`config.mk`:
```
export PLATFORM = sky130hd
export DESIGN_NAME = fetch_unit
export DESIGN_NICKNAME = d
export VERILOG_FILES = /design/src/rtl/fetch_unit.sv
export SDC_FILE = /design/constraint.sdc
export NUM_CORES = 1
export LEC_CHECK = 0
export BUFFER_PORTS_ARGS = -buffer_cell sky130_fd_sc_hd__buf_2
export CORE_MARGIN = 5
export CORE_UTILIZATION = 59
export DETAILED_ROUTE_END_ITERATION = 6
export PLACE_DENSITY_LB_ADDON = 0.3
export SYNTH_ARGS = -nofsm -noshare
export SYNTH_HDL_FRONTEND = slang
export SYNTH_SLANG_ARGS = --single-unit
```
`constraint.sdc`:
```
create_clock -name clk -period 15.61 [get_ports clk]
set_input_delay 2.3415 -clock clk [delete_from_list [all_inputs] [get_ports clk]]
set_output_delay 2.3415 -clock clk [all_outputs]
set_load 0.05 [all_outputs]
```
`src/rtl/fetch_unit.sv`:
```
// Fetch stage: owns the PC, reads a 1-cycle imem and buffers {pc, instr} for a valid/ready consumer.
// First instr_valid three edges after reset release; issue is credit-limited so responses always fit.
module fetch_unit #(
  parameter int                    ADDR_WIDTH = 32,
  parameter int                    DATA_WIDTH = 32,
  parameter logic [ADDR_WIDTH-1:0] RESET_PC   = '0,
  parameter int                    FIFO_DEPTH = 2
) (
  input  logic                  clk,
  input  logic                  rst_n,
  output logic                  imem_req,
  output logic [ADDR_WIDTH-1:0] imem_addr,
  input  logic [DATA_WIDTH-1:0] imem_rdata,
  output logic                  instr_valid,
  input  logic                  instr_ready,
  output logic [DATA_WIDTH-1:0] instr,
  output logic [ADDR_WIDTH-1:0] instr_pc,
  input  logic                  redirect,
  input  logic [ADDR_WIDTH-1:0] redirect_target,
  output logic                  misalign_err
);

  localparam int PW = $clog2(FIFO_DEPTH);
  localparam int CW = PW + 1;
  localparam int OW = CW + 1;

  typedef enum logic [1:0] {S_IDLE, S_RUN, S_HALT} state_e;

  state_e                state_q, state_d;
  logic [ADDR_WIDTH-1:0] pc_q, pc_d;
  logic [ADDR_WIDTH-1:0] req_pc_q, req_pc_d;
  logic                  inflight_q, inflight_d;
  logic                  req_epoch_q, req_epoch_d;
  logic                  epoch_q, epoch_d;
  logic [PW-1:0]         wr_ptr_q, wr_ptr_d;
  logic [PW-1:0]         rd_ptr_q, rd_ptr_d;
  logic [CW-1:0]         count_q, count_d;
  logic                  misalign_q, misalign_d;

  logic [DATA_WIDTH-1:0] dat_mem_q [FIFO_DEPTH];
  logic [ADDR_WIDTH-1:0] pc_mem_q  [FIFO_DEPTH];

  logic          run;
  logic          fire;
  logic          push;
  logic          issue;
  logic [OW-1:0] occ;
  logic [OW-1:0] lim;

  assign run         = (state_q == S_RUN);
  assign instr_valid = run && (count_q != '0);
  assign fire        = instr_valid && instr_ready;
  // A redirect at the response edge flushes, so the response is never written.
  assign push        = run && inflight_q && (req_epoch_q == epoch_q) && !redirect;

  // Credit: buffered + in-flight entries (less the one leaving) must leave room.
  assign occ   = OW'(count_q) + OW'(inflight_q);
  assign lim   = OW'(FIFO_DEPTH) + OW'(fire);
  assign issue = run && !redirect && (occ < lim);

  assign imem_req     = issue;
  assign imem_addr    = pc_q;
  assign misalign_err = misalign_q;
  assign instr        = instr_valid ? dat_mem_q[rd_ptr_q] : '0;
  assign instr_pc     = instr_valid ? pc_mem_q[rd_ptr_q]  : '0;

  always_comb begin
    state_d     = state_q;
    pc_d        = pc_q;
    req_pc_d    = req_pc_q;
    inflight_d  = issue;
    req_epoch_d = req_epoch_q;
    epoch_d     = epoch_q;
    wr_ptr_d    = wr_ptr_q;
    rd_ptr_d    = rd_ptr_q;
    count_d     = count_q;
    misalign_d  = misalign_q;
    case (state_q)
      S_IDLE: state_d = S_RUN;
      S_RUN: begin
        if (redirect) begin
          wr_ptr_d = '0;
          rd_ptr_d = '0;
          count_d  = '0;
          if (redirect_target[1:0] != 2'b00) begin
            state_d    = S_HALT;
            misalign_d = 1'b1;
          end else begin
            pc_d    = redirect_target;
            epoch_d = ~epoch_q;
          end
        end else begin
          if (issue) begin
            pc_d        = pc_q + ADDR_WIDTH'(4);
            req_pc_d    = pc_q;
            req_epoch_d = epoch_q;
          end
          if (push) wr_ptr_d = wr_ptr_q + PW'(1);
          if (fire) rd_ptr_d = rd_ptr_q + PW'(1);
          count_d = count_q + CW'(push) - CW'(fire);
        end
      end
      default: begin
        wr_ptr_d = '0;
        rd_ptr_d = '0;
        count_d  = '0;
      end
    endcase
  end

  always_ff @(posedge clk) begin
    if (!rst_n) begin
      state_q     <= S_IDLE;
      pc_q        <= RESET_PC;
      req_pc_q    <= '0;
      inflight_q  <= 1'b0;
      req_epoch_q <= 1'b0;
      epoch_q     <= 1'b0;
      wr_ptr_q    <= '0;
      rd_ptr_q    <= '0;
      count_q     <= '0;
      misalign_q  <= 1'b0;
    end else begin
      state_q     <= state_d;
      pc_q        <= pc_d;
      req_pc_q    <= req_pc_d;
      inflight_q  <= inflight_d;
      req_epoch_q <= req_epoch_d;
      epoch_q     <= epoch_d;
      wr_ptr_q    <= wr_ptr_d;
      rd_ptr_q    <= rd_ptr_d;
      count_q     <= count_d;
      misalign_q  <= misalign_d;
    end
  end

  always_ff @(posedge clk) begin
    if (rst_n && push) begin
      dat_mem_q[wr_ptr_q] <= imem_rdata;
      pc_mem_q[wr_ptr_q]  <= req_pc_q;
    end
  end

endmodule

```
After elaboration in Yosys (flattened, before gate mapping) --
Memories as Yosys holds them, arrays and structs flattened. A register that Yosys moved wholly into a read port is not among the register bits. Cells that the tools add are included.
Storage, ports and cells: memory bits (writable) 128, memories 2, bits of input ports 68, output and inout port bits 99, bits in read-only memories 0, latch bits 0, flip-flop bits (word level) 74
Memories:
- dat_mem_q | depth 2, bits a word 32, rd ports 1, clocked after memory_dff 1, write ports 1, line 40 | logic [DATA_WIDTH-1:0] dat_mem_q [FIFO_DEPTH];
- pc_mem_q | depth 2, bits a word 32, rd ports 1, clocked after memory_dff 1, write ports 1, line 41 | logic [ADDR_WIDTH-1:0] pc_mem_q [FIFO_DEPTH];
Cells by class: multiplexer cells 22, div/mod/pow operators 0, shift-type cells 0, reduce and logical (&&, ||, !) cells 21, add/sub/neg operators 7, $lt $le $gt $ge 1, equal/unequal tests 7, bitwise logic cells 4, multipliers 0
Operators with widths (number):
- 32-bit 2-to-1 mux | 5
- 32-bit by 3-bit adder with 32-bit output (second input constant) | 1
- 3-bit AND reduction | 5
- 1-bit 2-to-1 mux | 10
- 1-bit logical AND | 8
- 2-bit case mux with 2 select lines | 2
- 2-bit nonzero test | 4
- 2-bit 2-to-1 mux | 3
- 3-bit by 2-bit != test with 1-bit output (second input constant) | 2
- 2-bit != test (second input constant) | 2
- 1-bit inverter | 4
- 1-bit case mux with 2 select lines | 2
- 2-bit AND reduction | 2
- 2-bit by 1-bit adder with 3-bit output | 1
- 2-bit by 1-bit adder with 3-bit output (first input constant) | 1
- 3-bit less-than comparator | 1
- 1-bit adder (second input constant) | 2
- 2-bit by 1-bit adder with 2-bit output | 1
- 2-bit by 1-bit equality test with 1-bit output (second input constant) | 1
- 2-bit zero test | 1
- 2-bit by 1-bit != test with 1-bit output (second input constant) | 1
- 2-bit by 1-bit subtractor with 2-bit output | 1
- 1-bit equality test | 1
- 1-bit zero test | 1

Depth between registers and ports, before layout --
depth after elaboration 8, mapped depth 10, gate-level depth less buffers 10

Least setup slack after synthesis --
Ideal clock, no wire load.
path type input port to flip-flop, start input redirect, end memory dat_mem_q[0][0], enable pin, library setup time 0.565 ns, stages 3, arrival time 7.073 ns, setup slack 7.972 ns, path through nor3b_2 nand3_1 nor3_1
Between the ends: longest elaborated chain between the ends 5
Ends and longest elaborated chain:
- start, declared | line 18 | input logic redirect,
- 1-bit zero test | line 54 | assign push = run && inflight_q && (req_epoch_q == epoch_q) && !redirect;
- 1-bit logical AND | line 54
- 1-bit logical AND | line 138 | if (rst_n && push) begin
- 1-bit 2-to-1 mux | line 138
- 1-bit 2-to-1 mux (not written as such) | line 139 | dat_mem_q[wr_ptr_q] <= imem_rdata;
- end, declared | line 40
Every way passes these cells.

Worst setup path after layout --
start input redirect, end output imem_req
Between the ends: longest elaborated chain between the ends 3
Ends and longest elaborated chain:
- 1-bit zero test | line 59 | assign issue = run && !redirect && (occ < lim);
- 1-bit logical AND (2 in a row) | line 59
- end, declared | line 11 | output logic imem_req,
Every way passes these cells.

==> flow_summary.rst <==
.. list-table::
   :header-rows: 1

   * - Metric
     - Value
   * - Outcome
     - completed
   * - Standard-cell row count
     - 44
   * - Sequential cell area fraction in the yosys report
     - 62.27%
   * - P per Cell Area
     - 114.1 nW/um2
   * - Logic gate share of total power
     - 5.6%
   * - Setup repair after global routing missed its margin
     - false
   * - Largest buffer count on any clock path
     - 3
   * - Switching power of the nets
     - 0.2533 mW
   * - Area growth from synthesis to layout
     - 18.32%
   * - Yosys warning count
     - 0
   * - Number of nets produced by synthesis
     - 811
   * - Net count of the finished layout
     - 958
   * - Static leakage power
     - 3.745 nW
   * - Dpl ws
     - between 8 and 9 ns
   * - Data arrival time of the worst path
     - 4.44 ns
   * - Top achievable clock speed
     - 147.4 MHz
   * - Post-route minimum period
     - 6.784 ns
   * - Worst min-delay path class
     - register to register
   * - GR Overflow Total
     - 0
   * - Final-report max-slew violation count
     - 0
   * - Number of global-route vias before repair
     - 6110
   * - Worst Path Required
     - approximately 13 ns
   * - Post-CTS Repair Setup Buffers
     - 0
   * - Commonest cells after routing, fill and taps aside
     - 166 x buf_2, 128 x edfxtp_1, 102 x nor2_1
   * - Depth of the worst hold-timing path
     - 0
   * - Crit-path max FO
     - 68
   * - Number of buffers created by CTS
     - 21
   * - Number of remaining DRC errors
     - 0
   * - Number of antenna violations at the first check in global routing
     - 0
   * - Final sum of negative setup slack
     - 0 ns
   * - Share of power burned in the clock network
     - about 44%
   * - Cells after Synth
     - 739
   * - Horizontal die dimension
     - 130.6 um
   * - Transition at the pin with the smallest max-transition slack
     - 1.152 ns
   * - Final critical-path setup slack
     - 8.826 ns
   * - GRT Total Usage
     - 22.52%
   * - Cell area after layout
     - 10160 um2
   * - Number of distinct library cells after synthesis
     - 76
   * - Most common flop cell mapped by yosys
     - edfxtp_1
   * - Via count
     - 6324
   * - Total standard cell area after synthesis
     - 8583 um2
   * - Final clock period utilization by the worst path
     - 43.46%
   * - Pin count of the biggest net entering global routing
     - 69
   * - Count of hold-fix buffers inserted at cts
     - 0
   * - Clk_skew
     - 0.009315 ns
   * - Count of antenna-violating nets left after detailed routing
     - 0
   * - Commonest non-fill, non-tap cell in the layout
     - buf_2
   * - Nature of the critical path endpoint
     - output pin
   * - Internal cell power
     - 0.9059 mW
   * - Antenna fix cells
     - 0
   * - CTS root buffer
     - clkbuf_16
   * - Max-slew headroom at the worst pin
     - between 20% and 30%
   * - DRT Pass-1 Iters
     - 5
   * - Hold Fails Final Rpt
     - 0
   * - Routed wire length per instance
     - between 15 and 20 um
   * - Number of flops mapped to enable cells by yosys
     - 128
   * - Routability-driven placement congestion ratio
     - 0.8433
   * - Worst VDD drop
     - 0.00008614 V
   * - Share of synthesized registers carrying an async set or reset
     - 0%
   * - Sequential cell fraction of total power
     - 50.4%
   * - Die height
     - ~130 um
   * - Post-Syn Area per Cell
     - roughly 12 um2
   * - Number of cells traversed by the worst register-to-register path
     - 11
   * - H-Tree Depth
     - 1
   * - Area inside the core boundary
     - between 10000 and 15000 um2
   * - Io pins
     - 167
   * - Floorplan die area
     - roughly 17000 um2
   * - Switching share of power
     - 21.85%
   * - Count of input and output buffers
     - 166
   * - Reg-to-reg setup timing slack
     - 12.97 ns
   * - TritonCTS clock tree
     - yes
   * - Maximum capacitance violations
     - 0
   * - Startpoint type of the worst setup path
     - primary input
   * - CTS sink count
     - 203
   * - Number of instances resized during post-cts repair
     - 0
   * - Count of final setup violators
     - 0
   * - Post-synthesis register bit count
     - 203
   * - Half-perimeter wire length after detailed placement
     - between 10 and 15 mm
   * - Global-route wire length before repair
     - 31.15 mm
   * - Fin Hold WS
     - 0.4535 ns
   * - Final Power
     - between 1 and 1.5 mW
   * - Clock latency of the later-clocked register in the worst-skew pair
     - 0.48 ns
   * - Clock slew at reported path FFs
     - 0.06 ns
   * - Critical path class
     - primary input to output pin
   * - Initial standard-cell utilization of the core
     - 59.51%
   * - Avg Vias per Cell
     - 5.834
   * - Placed cell area
     - 9445 um2
   * - Ratio of cells with drive above 1 in the final layout
     - 26.44%
   * - Post-Route WL
     - around 20 mm
   * - Drt first-iter violations
     - 503
==> worst max-delay path, stage by stage <==
cell and delay, ns:
buf_2 0.10, buf_4 0.30, nor3b_2 0.30, and2b_1 0.23, nand2_4 0.24, inv_2 0.52, buf_2 0.38
==> sequential cells by signal (all words and copies together), names as in the netlist, named ones only <==
name	flops
wr_ptr_q	1
dat_mem_q	64
imem_addr	32
req_pc_q	32
epoch_q	1
misalign_err	1
inflight_q	1
req_epoch_q	1
pc_mem_q	64
rd_ptr_q	1
count_q	2
state_q	2
==> through the flow <==
stage,instances,util (%)
finish,1084,70.41
global route,1084,70.41
CTS,1084,70.41
detailed placement,1047,65.48
global placement,1047,65.48
floorplan,739,-
==> final cells by class <==
cell class / instances / area, um2
fill: 1062 / 4268
sequential: 203 / 5349
clock buffer: 27 / 579.3
clock inverter: 10 / 131.4
timing repair buffer: 171 / 868.3
tap: 184 / 230.2
multi-input combinational: 477 / 2953
inverter: 12 / 45.04
==> cell families after synthesis <==
| kind of cell | synth area share (%) |
|---|---|
| buffers and inverters | 3.528 |
| flip-flops | 62.27 |
| AND/OR/NAND/NOR | 15.06 |
| adder cells (fa/ha/maj) | 0.5831 |
| XOR/XNOR | 0.6122 |
| AO/OA/AOI/OAI | 10.23 |
| multiplexers | 7.711 |
==> synthesized netlist by cell type (all sizes together) (2+ instances only) <==
cell,count,area share [%]
clkbuf,28,1.7
o21ai,21,1.3
xor2,2,0.20
nor3,7,0.60
dfxtp,75,17
a22oi,3,0.26
or3,2,0.15
nor4,9,0.66
nand2,84,3.8
o221a,9,1.2
o41ai,2,0.20
and2,3,0.25
ha,4,0.58
nor2,103,4.5
buf,19,1.3
nor4b,5,0.69
nand4,8,0.83
a31oi,7,0.51
a21o,2,0.17
and4,5,0.52
mux2i,65,7.6
edfxtp,128,45
o211ai,7,0.61
and3,11,0.83
a21oi,55,3.3
xnor2,4,0.41
inv,12,0.52
a21boi,4,0.35
o31ai,2,0.17
a311oi,2,0.20
a41oi,3,0.31
nand2b,5,0.36
nand3,19,1.3
a22o,3,0.31
==> metal layers <==
layer	GRT usage [%]	wire length (um)	part of all wire, %
met5	0	0	0
met4	6.655	389	2.0
met3	3.862	1702	8.7
met2	35.42	8960	46
met1	32.48	8586	44
==> path summary, 6_finish.rpt <==
check | start | end
max | redirect | imem_req
min | req_pc_q[15] | pc_mem_q[0][15]
max reg2reg | state_q[0] | count_q[1]
min reg2reg | req_pc_q[15] | pc_mem_q[0][15]
==> power by group through the flow <==
stage,Sequential (mW),Clock (mW),Combinational [mW]
2_1_floorplan,0.606,0,0.0317
3_3_place_gp,0.595,0,0.0624
3_5_place_dp,0.595,0,0.0647
4_1_cts,0.584,0.521,0.0651
5_1_grt,0.585,0.543,0.0707
6_report,0.585,0.509,0.0653
Note: power is estimated with default switching activity, not from simulation.
